**src/rtl/matrix_multiplier_nxn.sv**
```systemverilog
// Streamed N x N single-precision matrix multiplier.
// Operands A then B arrive row-major over a valid/ready stream and are held in
// register arrays. One shared float multiplier and one shared float adder are
// walked through the i/j/k loops. Each C element is streamed out as soon as its
// dot product is complete. The sum order is fixed left to right.

module single_multiplier (
    input  logic        clk,
    input  logic        rst,
    input  logic [31:0] a,
    input  logic        a_stb,
    output logic        a_ack,
    input  logic [31:0] b,
    input  logic        b_stb,
    output logic        b_ack,
    output logic [31:0] z,
    output logic        z_stb,
    input  logic        z_ack
);
    logic [31:0] a_r, b_r, z_r;
    logic        got_a_r, got_b_r, a_ack_r, b_ack_r, z_stb_r;

    // Round-to-nearest-even product; subnormals are flushed to signed zero.
    function automatic logic [31:0] fmul(input logic [31:0] x, input logic [31:0] y);
        logic               s;
        logic [7:0]         ex, ey;
        logic [47:0]        prod;
        logic [22:0]        m;
        logic               g, st;
        logic [23:0]        mr;
        logic signed [10:0] e;
        s    = x[31] ^ y[31];
        ex   = x[30:23];
        ey   = y[30:23];
        prod = 48'd0;
        m    = 23'd0;
        g    = 1'b0;
        st   = 1'b0;
        mr   = 24'd0;
        e    = 11'sd0;
        if ((ex == 8'hFF && x[22:0] != 23'd0) || (ey == 8'hFF && y[22:0] != 23'd0)) begin
            fmul = 32'h7FC00000;
        end else if (ex == 8'hFF || ey == 8'hFF) begin
            if (ex == 8'd0 || ey == 8'd0) begin
                fmul = 32'h7FC00000;
            end else begin
                fmul = {s, 8'hFF, 23'd0};
            end
        end else if (ex == 8'd0 || ey == 8'd0) begin
            fmul = {s, 31'd0};
        end else begin
            prod = {24'd0, 1'b1, x[22:0]} * {24'd0, 1'b1, y[22:0]};
            e    = $signed({3'b000, ex}) + $signed({3'b000, ey}) - 11'sd127;
            if (prod[47]) begin
                m  = prod[46:24];
                g  = prod[23];
                st = |prod[22:0];
                e  = e + 11'sd1;
            end else begin
                m  = prod[45:23];
                g  = prod[22];
                st = |prod[21:0];
            end
            mr = {1'b0, m} + {23'd0, g & (st | m[0])};
            if (mr[23]) begin
                e = e + 11'sd1;
            end else begin
                e = e;
            end
            if (e >= 11'sd255) begin
                fmul = {s, 8'hFF, 23'd0};
            end else if (e <= 11'sd0) begin
                fmul = {s, 31'd0};
            end else begin
                fmul = {s, e[7:0], mr[22:0]};
            end
        end
    endfunction

    // Collect both operands, compute once, then hold the product until acknowledged.
    always_ff @(posedge clk or posedge rst) begin
        if (rst) begin
            a_r     <= 32'd0;
            b_r     <= 32'd0;
            z_r     <= 32'd0;
            got_a_r <= 1'b0;
            got_b_r <= 1'b0;
            a_ack_r <= 1'b0;
            b_ack_r <= 1'b0;
            z_stb_r <= 1'b0;
        end else begin
            a_ack_r <= 1'b0;
            b_ack_r <= 1'b0;
            if (z_stb_r) begin
                if (z_ack) begin
                    z_stb_r <= 1'b0;
                    got_a_r <= 1'b0;
                    got_b_r <= 1'b0;
                end
            end else if (got_a_r && got_b_r) begin
                z_r     <= fmul(a_r, b_r);
                z_stb_r <= 1'b1;
            end else begin
                if (a_stb && !got_a_r) begin
                    a_r     <= a;
                    got_a_r <= 1'b1;
                    a_ack_r <= 1'b1;
                end
                if (b_stb && !got_b_r) begin
                    b_r     <= b;
                    got_b_r <= 1'b1;
                    b_ack_r <= 1'b1;
                end
            end
        end
    end

    assign a_ack = a_ack_r;
    assign b_ack = b_ack_r;
    assign z     = z_r;
    assign z_stb = z_stb_r;
endmodule

module adder (
    input  logic        clk,
    input  logic        rst,
    input  logic        load,
    input  logic [31:0] number1,
    input  logic [31:0] number2,
    output logic [31:0] result,
    output logic        result_ready,
    input  logic        result_ack
);
    logic [31:0] result_r;
    logic        ready_r;

    // Round-to-nearest-even sum; subnormal inputs and results are flushed to zero.
    function automatic logic [31:0] fadd(input logic [31:0] x, input logic [31:0] y);
        logic [7:0]        ex, ey, el, es, d;
        logic              sl, ss, g, st;
        logic [22:0]       fl, fs, m;
        logic [26:0]       ml, ms, msh;
        logic [27:0]       sum;
        logic [23:0]       mr;
        logic signed [9:0] e;
        ex = x[30:23];
        ey = y[30:23];
        el = 8'd0; es = 8'd0; d = 8'd0;
        sl = 1'b0; ss = 1'b0; g = 1'b0; st = 1'b0;
        fl = 23'd0; fs = 23'd0; m = 23'd0;
        ml = 27'd0; ms = 27'd0; msh = 27'd0;
        sum = 28'd0;
        mr = 24'd0;
        e = 10'sd0;
        if ((ex == 8'hFF && x[22:0] != 23'd0) || (ey == 8'hFF && y[22:0] != 23'd0)) begin
            fadd = 32'h7FC00000;
        end else if (ex == 8'hFF && ey == 8'hFF) begin
            fadd = (x[31] != y[31]) ? 32'h7FC00000 : x;
        end else if (ex == 8'hFF) begin
            fadd = x;
        end else if (ey == 8'hFF) begin
            fadd = y;
        end else if (ex == 8'd0 && ey == 8'd0) begin
            fadd = {x[31] & y[31], 31'd0};
        end else if (ex == 8'd0) begin
            fadd = y;
        end else if (ey == 8'd0) begin
            fadd = x;
        end else begin
            if ({ex, x[22:0]} >= {ey, y[22:0]}) begin
                sl = x[31]; el = ex; fl = x[22:0];
                ss = y[31]; es = ey; fs = y[22:0];
            end else begin
                sl = y[31]; el = ey; fl = y[22:0];
                ss = x[31]; es = ex; fs = x[22:0];
            end
            d  = el - es;
            ml = {1'b1, fl, 3'b000};
            ms = {1'b1, fs, 3'b000};
            if (d >= 8'd27) begin
                msh = 27'd1;
            end else begin
                msh = ms >> d;
                if ((ms << (8'd27 - d)) != 27'd0) begin
                    msh[0] = 1'b1;
                end else begin
                    msh[0] = msh[0];
                end
            end
            e = $signed({2'b00, el});
            if (sl == ss) begin
                sum = {1'b0, ml} + {1'b0, msh};
            end else begin
                sum = {1'b0, ml} - {1'b0, msh};
            end
            if (sum == 28'd0) begin
                fadd = 32'd0;
            end else begin
                if (sum[27]) begin
                    sum = {1'b0, sum[27:2], sum[1] | sum[0]};
                    e   = e + 10'sd1;
                end else begin
                    sum = sum;
                end
                for (int n = 0; n < 26; n++) begin
                    if (!sum[26]) begin
                        sum = sum << 1;
                        e   = e - 10'sd1;
                    end else begin
                        sum = sum;
                    end
                end
                m  = sum[25:3];
                g  = sum[2];
                st = sum[1] | sum[0];
                mr = {1'b0, m} + {23'd0, g & (st | m[0])};
                if (mr[23]) begin
                    e = e + 10'sd1;
                end else begin
                    e = e;
                end
                if (e >= 10'sd255) begin
                    fadd = {sl, 8'hFF, 23'd0};
                end else if (e <= 10'sd0) begin
                    fadd = {sl, 31'd0};
                end else begin
                    fadd = {sl, e[7:0], mr[22:0]};
                end
            end
        end
    endfunction

    // Register the sum on load and hold it ready until acknowledged.
    always_ff @(posedge clk or posedge rst) begin
        if (rst) begin
            result_r <= 32'd0;
            ready_r  <= 1'b0;
        end else if (load) begin
            result_r <= fadd(number1, number2);
            ready_r  <= 1'b1;
        end else if (ready_r && result_ack) begin
            ready_r  <= 1'b0;
        end
    end

    assign result       = result_r;
    assign result_ready = ready_r;
endmodule

module matrix_multiplier_nxn #(
    parameter int N     = 2,
    parameter int IDX_W = 3
) (
    input  logic        input_Clk,
    input  logic        input_Reset,
    input  logic        input_Start,
    input  logic [31:0] input_Data,
    input  logic        input_Data_Valid,
    output logic        output_Data_Ready,
    output logic [31:0] output_C,
    output logic        output_C_Valid,
    input  logic        input_C_Ready,
    output logic        output_Busy,
    output logic        output_Done
);
    localparam int NN = N * N;
    localparam int AW = (NN > 1) ? $clog2(NN) : 1;
    localparam int CW = $clog2(2 * NN + 1);

    typedef enum logic [2:0] {
        IDLE     = 3'd0,
        LOAD     = 3'd1,
        MUL_REQ  = 3'd2,
        MUL_WAIT = 3'd3,
        ADD_REQ  = 3'd4,
        ADD_WAIT = 3'd5,
        NEXT     = 3'd6,
        OUT      = 3'd7
    } state_t;

    state_t              state_r, next_state_s;
    logic [31:0]         a_mem [0:NN-1];
    logic [31:0]         b_mem [0:NN-1];
    logic [CW-1:0]       cnt_r;
    logic [IDX_W-1:0]    i_r, j_r, k_r;
    logic [31:0]         acc_r, p_r, c_r;
    logic                a_seen_r, b_seen_r;
    logic                ready_r, c_valid_r, busy_r, done_r;
    logic                load_xfer_s, last_word_s, out_xfer_s, last_elem_s, k_last_s;
    logic [AW-1:0]       wr_a_s, wr_b_s, rd_a_s, rd_b_s;
    logic                mul_a_stb_s, mul_b_stb_s, mul_a_ack_s, mul_b_ack_s;
    logic                mul_z_stb_s, mul_z_ack_s;
    logic [31:0]         mul_z_s;
    logic                add_load_s, add_ready_s, add_ack_s;
    logic [31:0]         add_result_s;

    assign load_xfer_s = ready_r & input_Data_Valid;
    assign last_word_s = (cnt_r == CW'(2 * NN - 1));
    assign out_xfer_s  = c_valid_r & input_C_Ready;
    assign last_elem_s = (i_r == IDX_W'(N - 1)) && (j_r == IDX_W'(N - 1));
    assign k_last_s    = (k_r == IDX_W'(N - 1));
    assign wr_a_s      = AW'(cnt_r);
    assign wr_b_s      = AW'(cnt_r - CW'(NN));
    assign rd_a_s      = AW'(32'(i_r) * N + 32'(k_r));
    assign rd_b_s      = AW'(32'(k_r) * N + 32'(j_r));

    single_multiplier u_mul (
        .clk   (input_Clk),
        .rst   (input_Reset),
        .a     (a_mem[rd_a_s]),
        .a_stb (mul_a_stb_s),
        .a_ack (mul_a_ack_s),
        .b     (b_mem[rd_b_s]),
        .b_stb (mul_b_stb_s),
        .b_ack (mul_b_ack_s),
        .z     (mul_z_s),
        .z_stb (mul_z_stb_s),
        .z_ack (mul_z_ack_s)
    );

    adder u_add (
        .clk          (input_Clk),
        .rst          (input_Reset),
        .load         (add_load_s),
        .number1      (acc_r),
        .number2      (p_r),
        .result       (add_result_s),
        .result_ready (add_ready_s),
        .result_ack   (add_ack_s)
    );

    // State register.
    always_ff @(posedge input_Clk or posedge input_Reset) begin
        if (input_Reset) begin
            state_r <= IDLE;
        end else begin
            state_r <= next_state_s;
        end
    end

    // Next-state decode and handshake strobes to the shared float units.
    always_comb begin
        next_state_s = state_r;
        mul_a_stb_s  = 1'b0;
        mul_b_stb_s  = 1'b0;
        mul_z_ack_s  = 1'b0;
        add_load_s   = 1'b0;
        add_ack_s    = 1'b0;
        case (state_r)
            IDLE: begin
                if (input_Start) next_state_s = LOAD;
                else             next_state_s = IDLE;
            end
            LOAD: begin
                if (load_xfer_s && last_word_s) next_state_s = MUL_REQ;
                else                            next_state_s = LOAD;
            end
            MUL_REQ: begin
                mul_a_stb_s = 1'b1;
                mul_b_stb_s = 1'b1;
                if ((a_seen_r | mul_a_ack_s) && (b_seen_r | mul_b_ack_s)) next_state_s = MUL_WAIT;
                else                                                      next_state_s = MUL_REQ;
            end
            MUL_WAIT: begin
                mul_z_ack_s = mul_z_stb_s;
                if (mul_z_stb_s) next_state_s = (k_r == '0) ? NEXT : ADD_REQ;
                else             next_state_s = MUL_WAIT;
            end
            ADD_REQ: begin
                add_load_s   = 1'b1;
                next_state_s = ADD_WAIT;
            end
            ADD_WAIT: begin
                add_ack_s = add_ready_s;
                if (add_ready_s) next_state_s = NEXT;
                else             next_state_s = ADD_WAIT;
            end
            NEXT: begin
                if (k_last_s) next_state_s = OUT;
                else          next_state_s = MUL_REQ;
            end
            OUT: begin
                if (out_xfer_s) next_state_s = last_elem_s ? IDLE : MUL_REQ;
                else            next_state_s = OUT;
            end
            default: next_state_s = IDLE;
        endcase
    end

    // Loop counters, accumulator and registered stream outputs.
    always_ff @(posedge input_Clk or posedge input_Reset) begin
        if (input_Reset) begin
            cnt_r     <= '0;
            i_r       <= '0;
            j_r       <= '0;
            k_r       <= '0;
            acc_r     <= 32'd0;
            p_r       <= 32'd0;
            c_r       <= 32'd0;
            a_seen_r  <= 1'b0;
            b_seen_r  <= 1'b0;
            ready_r   <= 1'b0;
            c_valid_r <= 1'b0;
            busy_r    <= 1'b0;
            done_r    <= 1'b0;
        end else begin
            ready_r   <= (next_state_s == LOAD);
            c_valid_r <= (next_state_s == OUT);
            busy_r    <= (next_state_s != IDLE);
            done_r    <= (state_r == OUT) && out_xfer_s && last_elem_s;
            if (state_r == IDLE && input_Start) begin
                cnt_r <= '0;
            end
            if (state_r == LOAD && load_xfer_s) begin
                cnt_r <= cnt_r + CW'(1);
                if (last_word_s) begin
                    i_r <= '0;
                    j_r <= '0;
                    k_r <= '0;
                end
            end
            if (state_r == MUL_REQ) begin
                if (next_state_s == MUL_WAIT) begin
                    a_seen_r <= 1'b0;
                    b_seen_r <= 1'b0;
                end else begin
                    a_seen_r <= a_seen_r | mul_a_ack_s;
                    b_seen_r <= b_seen_r | mul_b_ack_s;
                end
            end
            if (state_r == MUL_WAIT && mul_z_stb_s) begin
                p_r <= mul_z_s;
                if (k_r == '0) acc_r <= mul_z_s;
            end
            if (state_r == ADD_WAIT && add_ready_s) begin
                acc_r <= add_result_s;
            end
            if (state_r == NEXT) begin
                if (k_last_s) c_r <= acc_r;
                else          k_r <= k_r + IDX_W'(1);
            end
            if (state_r == OUT && out_xfer_s) begin
                k_r <= '0;
                if (j_r == IDX_W'(N - 1)) begin
                    j_r <= '0;
                    i_r <= last_elem_s ? '0 : i_r + IDX_W'(1);
                end else begin
                    j_r <= j_r + IDX_W'(1);
                end
            end
        end
    end

    // Operand storage; contents after reset are don't-care.
    always_ff @(posedge input_Clk) begin
        if (state_r == LOAD && load_xfer_s) begin
            if (cnt_r < CW'(NN)) a_mem[wr_a_s] <= input_Data;
            else                 b_mem[wr_b_s] <= input_Data;
        end
    end

    assign output_Data_Ready = ready_r;
    assign output_C          = c_r;
    assign output_C_Valid    = c_valid_r;
    assign output_Busy       = busy_r;
    assign output_Done       = done_r;
endmodule

```
**config.mk**
```make
export PLATFORM = sky130hd
export DESIGN_NAME = matrix_multiplier_nxn
export DESIGN_NICKNAME = d
export VERILOG_FILES = /design/src/rtl/matrix_multiplier_nxn.sv
export SDC_FILE = /design/constraint.sdc
export NUM_CORES = 2
export LEC_CHECK = 0
export ABC_CLOCK_PERIOD_IN_PS = 37700
export BUFFER_PORTS_ARGS = -buffer_cell sky130_fd_sc_hd__buf_2
export CORE_AREA = 2 2 432 434
export DETAILED_ROUTE_END_ITERATION = 10
export DIE_AREA = 0 0 434 436
export GPL_TIMING_DRIVEN = 0
export PLACE_DENSITY_LB_ADDON = 0.12
export SYNTH_ARGS = -nofsm -noshare
export SYNTH_HDL_FRONTEND = slang
export SYNTH_HIERARCHICAL = 1
export SYNTH_SLANG_ARGS = --single-unit
```
**constraint.sdc**
```tcl
create_clock -name input_Clk -period 37.7 [get_ports input_Clk]
set_input_delay 1.885 -clock input_Clk [delete_from_list [all_inputs] [get_ports input_Clk]]
set_output_delay 1.885 -clock input_Clk [all_outputs]
set_load 0.01 [all_outputs]
```
* Word level (Yosys, flattened, before mapping)
Memories as Yosys holds them, arrays and structs flattened. A register that Yosys moved wholly into a read port is not among the register bits.
Cells that the tools add are included.
W data, S select, Z words.
** Cells by class
- Shifts and indexed selects :: 2
- Magnitude comparators :: 7
- Add/sub/neg operators :: 45
- Multipliers :: 1
- Muxes and demuxes :: 729
- Equal/unequal tests :: 22
- Bitwise gates (word level) :: 14
- Reductions and logical operators :: 56
** Operators with widths (number)
- $mux W27 :: 269
- $mux W10 :: 280
- $mux W23 :: 24
- $mux W32 :: 15
- $mux W26 :: 10
- $sub A10 B2 Y10 const B :: 26
- $mux W28 :: 9
- $mux W31 :: 5
- $mux W8 :: 18
- $mux W11 :: 12
- $reduce_bool A23 Y1 :: 4
- $mux W1 :: 63
- $mux W3 :: 17
- $add A23 B1 Y24 :: 2
- $mul A24 B24 Y48 :: 1
- $eq A8 B8 Y1 const B :: 4
- $logic_not A8 Y1 :: 4
- $ge A31 B31 Y1 :: 1
- $add A27 B27 Y28 :: 1
- $logic_not A28 Y1 :: 1
- $sub A27 B27 Y28 :: 1
- $reduce_bool A27 Y1 :: 1
- $shl A27 B8 Y27 :: 1
- $shr A27 B8 Y27 :: 1
- 42 further kinds :: 106
** Storage, ports and cells
- Register bits after elaboration :: 188
- Bits in writable memories :: 256
- Memories kept :: 2
- Input port bits :: 37
- Output and inout bits :: 36
** Memories
- a_mem :: depth 4, width 32, rd ports 1, clocked after Yosys merged registers in 1, wr ports 1, line 282 : logic [31:0] a_mem [0:NN-1];
- b_mem :: depth 4, width 32, rd ports 1, clocked after Yosys merged registers in 1, wr ports 1, line 283 : logic [31:0] b_mem [0:NN-1];

* Longest topological paths before layout
- Depth after elaboration :: 352
- Mapped depth :: 127

* Modules after synthesis
The synthesis kept the hierarchy.
** Modules (own cells, without submodules)
- single_multiplier :: times used 1, cells an instance 2954, seq. area each 2527.4 um^2, area each 26140.1 um^2
- adder :: times used 1, cells an instance 3674, seq. area each 825.8 um^2, area each 23905.4 um^2
- matrix_multiplier_nxn :: times used 1, cells an instance 857, seq. area each 10640.2 um^2, area each 14363.8 um^2

* Worst setup path after synthesis
No wires, ideal clock.
- Path type :: input -> register
- From :: input port p_r[4]
- To :: register u_add.result_r[10] (netlist: u_add/result[10])
- Setup slack :: 15.342 ns
- Path buffers :: 12
- Data arrival time :: 22.218 ns
- Cell stages on the path :: 123
- Cells stage by stage :: dfrtp_1 -> clkbuf_1 -> inv_1 -> ha_1 -> nand4_1 -> nor4_1 -> a2111oi_1 -> a211oi_2 -> nor2_1 -> buf_4 -> buf_4 -> buf_2 -> buf_1 -> clkbuf_1 -> nor2_1 -> a31oi_1 -> ha_1 -> a31o_2 -> [... 87 more ...] -> ha_1 -> mux2i_1 -> o21a_1 -> inv_1 -> ha_1 -> mux2_2 -> ha_1 -> mux2i_1 -> nand2_1 -> nor3_1 -> or4bb_1 -> nor2_1 -> nor3_1 -> o41ai_1 -> nor3_4 -> nand3b_2 -> buf_6 -> o221ai_2
** On the way
- Longest elaborated chain between the ends :: 352
- Elaborated cells on any way between the ends :: 682
- Classes of those cells :: 33 x add/sub; 4 x order compare; 1 x eq/ne; 2 x shift; 633 x mux; 4 x bitwise; 5 x reduce/logical
** RTL lines
- start: declaration :: line 286 : logic [31:0] acc_r, p_r, c_r;
- $ge A31 B31 Y1 :: line 170 : if ({ex, x[22:0]} >= {ey, y[22:0]}) begin
- $mux W8 :: line 170
- $mux W8 :: line 167 : end else if (ey == 8'd0) begin
- $mux W8 :: line 165 : end else if (ex == 8'd0) begin
- $mux W8 :: line 163 : end else if (ex == 8'd0 && ey == 8'd0) begin
- $mux W8 :: line 161 : end else if (ey == 8'hFF) begin
- $mux W8 :: line 159 : end else if (ex == 8'hFF) begin
- $mux W8 :: line 157 : end else if (ex == 8'hFF && ey == 8'hFF) begin
- [... 336 more ...]
- $mux W32 :: line 196 : if (sum == 28'd0) begin
- $mux W32 :: line 167
- $mux W32 :: line 165
- $mux W32 :: line 163
- $mux W32 :: line 161
- $mux W32 :: line 159
- $mux W32 :: line 157
- $mux W32 * :: line 155 : if ((ex == 8'hFF && x[22:0] != 23'd0) || (ey == 8'hFF && y[22:0] != 23'd0)) begin
- end signal: assignment :: line 239 : result_r <= fadd(number1, number2);
- end: declaration :: line 134 : logic [31:0] result_r;
Mark *: on every way between the ends. The rest lies on a longest branch, timed or not. The select of a mux whose other input is x is not followed.
A chain may end at the register's enable or synchronous reset.

* Worst setup path in the final report
- From :: input port p_r[4]
- To :: register u_add.result_r[13] (netlist: u_add/result[13])
Same word-level chain as after synthesis.

==> flow_metrics.env <==
export IMPL_finalInstanceArea_mm2=0.0699
export IMPL_tritoncts="yes"
export IMPL_post_synth_main_area_contributors="sky130_fd_sc_hd__fa_1 (15%), sky130_fd_sc_hd__edfxtp_1 (12%), sky130_fd_sc_hd__dfrtp_1 (9.8%)"
export IMPL_gr_usage_all_layers_pct=27.4
export IMPL_portBuffers=72
export IMPL_rsz0062_at_grt="false"
export IMPL_cts_repair_resized=0
export IMPL_final_seq_area_mm2=0.0140
export IMPL_placed_area_mm2=0.0682
export IMPL_critical_path_rt_ns=38.17
export IMPL_postRouteWirelength_um=265000
export IMPL_h_tree_depth=2
export IMPL_cp_top_family="compound AO/OA/AOI/OAI gates"
export IMPL_nNetsFinal=8447
export IMPL_total_setup_violations_reported_at_the_end_of_the_flow=0
export IMPL_root_buffer_cell="sky130_fd_sc_hd__clkbuf_16"
export IMPL_postSynthAreaPerCell_um2=8.61
export IMPL_synthesis_nets=8307
export IMPL_netlist_cell_type_count=153
export IMPL_core_region_area_mm2=0.185
export IMPL_cts_num_sinks=508
export IMPL_dr_total_vias=59300
export IMPL_synthArstFlopShare_pct=49.6
export IMPL_drive_gt1_share_pct=9.13
export IMPL_critical_path_depth=116
export IMPL_cp_slowest_stage_delay_ns=0.97
export IMPL_cp_buf_inv_count=18
export IMPL_number_of_buffers_created_by_cts=54
export IMPL_first_pass_grt_wire_length_um=393000
export IMPL_top_usage_layer="met2"
export IMPL_top_library_cells_by_usage_in_the_layout_fill_and_taps_aside="sky130_fd_sc_hd__nand2_1 (957), sky130_fd_sc_hd__inv_1 (727), sky130_fd_sc_hd__nor2_1 (492)"
export IMPL_route_detailed_vias_per_inst=5.85
export IMPL_firstDrtPassIters=6
export IMPL_globalplace_congestion=0.975
export IMPL_dp_hpwl_um=213000
export IMPL_maxClockFrequency_mhz=31.7
export IMPL_ant_nets=0
export IMPL_number_of_global_route_vias_before_repair=59300
export IMPL_initial_core_utilization_pct=34.9
export IMPL_criticalPathCategory="flop to flop"
export IMPL_critical_path_peak_fanout=10
export IMPL_layout_worst_path_cycle_share_pct=83.7
export IMPL_worst_hold_path_type="flop to flop"
export IMPL_worstSetupEndpointType="flop"
export IMPL_clock_skew_final_ns=0.0861
export IMPL_grt_antenna_before_repair=13
export IMPL_ys_warn_count=6
export IMPL_setup_worst_path_start_class="flop"
export IMPL_multiInputGateArea_mm2=0.0459
export IMPL_route_detailed_wl_per_inst_um=26.1
export IMPL_maxSlewHeadroom_pct=6.67
export IMPL_post_cts_hold_buffer_count=0
export IMPL_floorplan_rows=158
export IMPL_dpl_cell_count=10000
export IMPL_grt_overflow=0
export IMPL_hold_path_cell_count=2
export IMPL_critPathArrivalTime_ns=32.03
export IMPL_timing_final_hold_violations=0
export IMPL_ys_dominant_reg_cell="sky130_fd_sc_hd__edfxtp_1"
export IMPL_die_w_um=434
export IMPL_clock_tree_buffer_depth=3
export IMPL_netlist_area_mm2=0.0644
export IMPL_critical_path_slowest_cell="sky130_fd_sc_hd__o21ai_0"
export IMPL_die_h_um=436
export IMPL_maxCapViolations=0
export IMPL_grt_util_met3_pct=3.03
export IMPL_global_routing_met2_resource_utilization_pct=46.0
export IMPL_yosys_register_bits=508
export IMPL_postSynthCellCount=7485
export IMPL_drt_initial_drc_count=5744
export IMPL_status="complete, no violations"
export IMPL_die_area_mm2=0.189
export IMPL_number_of_inserted_filler_cells_in_the_final_layout=19300
export IMPL_globalRouteMet1Util_pct=36.3
export IMPL_post_route_min_period_ns=31.56
export IMPL_fin_setup_tns_ns=0
export IMPL_synth_top_cell_area_share_pct=15.0
export IMPL_path_clk_slew_ns=0.06
export IMPL_yosysTopAreaCell="sky130_fd_sc_hd__fa_1"
export IMPL_clk_latency_ns=0.63
export IMPL_timing_critical_path_mode_cell="sky130_fd_sc_hd__ha_1"
export IMPL_tightest_slew_ns=1.39
export IMPL_number_of_enable_flip_flop_cells_after_synthesis=256
export IMPL_finalMaxSlewViolations=0
export IMPL_holdWs_ns=0.479
export IMPL_mostFrequentLayoutCell="sky130_fd_sc_hd__nand2_1"
export IMPL_ff2ff_path_depth=116
export IMPL_buffer_count_from_post_cts_setup_fixing=0
export IMPL_largest_net_degree_at_the_start_of_global_routing=87
export IMPL_layout_area_overhead_pct=8.56
export IMPL_yosysSeqAreaShare_pct=21.7
export IMPL_io_pins=73
export IMPL_drt_drc=0
export IMPL_finish_cell_count_without_fillers=10100
export IMPL_diodes=0
-- routing by layer --
layer,vias to the layer above,part of all wire [%]
li1,26800,-
met1,29900,43
met2,2083,47
met3,479,5.5
met4,14,4.2
met5,-,0.035
-- state kept, by name, indices dropped and copies added, names as in the netlist, 3 cells and up --
signal / flops
a_mem: 128
b_mem: 128
acc_r: 32
output_C: 32
p_r: 32
u_add/result: 32
u_mul/a_r: 32
u_mul/b_r: 32
u_mul/z: 32
cnt_r: 4
i_r: 3
j_r: 3
k_r: 3
state_r: 3
-- through the flow --
stage          setup slack [ns]  util (%)
2_1_floorplan             15.34         -
3_3_place_gp               7.01      36.8
3_5_place_dp               7.07      36.9
4_1_cts                    6.89      37.9
5_1_grt                    4.71      37.9
6_report                   6.14      37.9
-- logic make-up (layout without fill, tap and decap cells) --
logic type / Yosys count / count (layout) / share of synthesized area, %
simple gates: 2803 / 2803 / 21.6
compound gates: 1710 / 1710 / 18.6
buf+inv: 1144 / 1328 / 7.09
fa+ha+maj: 787 / 787 / 20.9
flops: 508 / 508 / 21.7
mux: 268 / 268 / 5.94
xor+xnor: 265 / 265 / 4.12
-- cell usage after synthesis, types with 25 or more instances --
cell type,instances
sky130_fd_sc_hd__nand2b_1,45
sky130_fd_sc_hd__or3_1,57
sky130_fd_sc_hd__nor2_1,492
sky130_fd_sc_hd__nand2_1,957
sky130_fd_sc_hd__a21o_1,60
sky130_fd_sc_hd__a221oi_1,31
sky130_fd_sc_hd__ha_1,301
sky130_fd_sc_hd__nor2b_1,37
sky130_fd_sc_hd__o211ai_1,93
sky130_fd_sc_hd__nand3_1,220
sky130_fd_sc_hd__o21ai_1,44
sky130_fd_sc_hd__or2_2,39
sky130_fd_sc_hd__a21oi_1,360
sky130_fd_sc_hd__nand4_1,108
sky130_fd_sc_hd__mux2i_1,86
sky130_fd_sc_hd__o21ai_0,300
sky130_fd_sc_hd__o21a_1,53
sky130_fd_sc_hd__dfrtp_1,252
sky130_fd_sc_hd__mux4_2,79
sky130_fd_sc_hd__o2111ai_1,29
sky130_fd_sc_hd__o211a_1,26
sky130_fd_sc_hd__clkbuf_1,253
sky130_fd_sc_hd__mux2_2,98
sky130_fd_sc_hd__inv_1,729
sky130_fd_sc_hd__nor4_1,85
sky130_fd_sc_hd__o22ai_1,37
sky130_fd_sc_hd__and3_1,79
sky130_fd_sc_hd__nor3_1,200
sky130_fd_sc_hd__edfxtp_1,256
sky130_fd_sc_hd__a31oi_1,100
sky130_fd_sc_hd__a211o_1,34
sky130_fd_sc_hd__and2_1,311
sky130_fd_sc_hd__o221ai_1,25
sky130_fd_sc_hd__buf_4,27
sky130_fd_sc_hd__o31ai_1,41
sky130_fd_sc_hd__xnor2_1,156
sky130_fd_sc_hd__xor2_1,77
sky130_fd_sc_hd__o21bai_1,28
sky130_fd_sc_hd__a22oi_1,35
sky130_fd_sc_hd__a22o_1,25
sky130_fd_sc_hd__a211oi_1,71
sky130_fd_sc_hd__fa_1,484
sky130_fd_sc_hd__buf_2,87
-- worst paths after layout --
check	startpoint	end	slack [ns]
min	p_r[5]$_DFFE_PP0P_	p_r[5]$_DFFE_PP0P_	0.48
max reg2reg	p_r[4]$_DFFE_PP0P_	u_add/result[13]$_DFFE_PP0P_	6.14
max in group asynchronous	input_Reset	u_mul/z[0]$_DFFE_PP0P_	35.52
min in group asynchronous	input_Reset	acc_r[5]$_DFFE_PP0P_	1.29
max	p_r[4]$_DFFE_PP0P_	u_add/result[13]$_DFFE_PP0P_	6.14
min reg2reg	p_r[5]$_DFFE_PP0P_	p_r[5]$_DFFE_PP0P_	0.48
-- tightest hold or removal path, cell delays in order, from the launching register on --
cell	delay, ns
sky130_fd_sc_hd__dfrtp_1	0.34
sky130_fd_sc_hd__nand2_1	0.05
sky130_fd_sc_hd__nand2_1	0.06
-- cell type report --
type | count | area share [%]
clock inverters | 24 | 0.310
repair buffers | 84 | 0.905
flip-flops and latches | 508 | 20.0
multi-input cells | 5833 | 65.6
well taps | 2480 | 4.44
inverters | 743 | 4.00
plain buffers | 401 | 2.54
clock buffers | 76 | 2.19
Power is left out: the tool's default activity adds up to more than one toggle a clock period on the data nets, which glitch-free logic cannot reach.
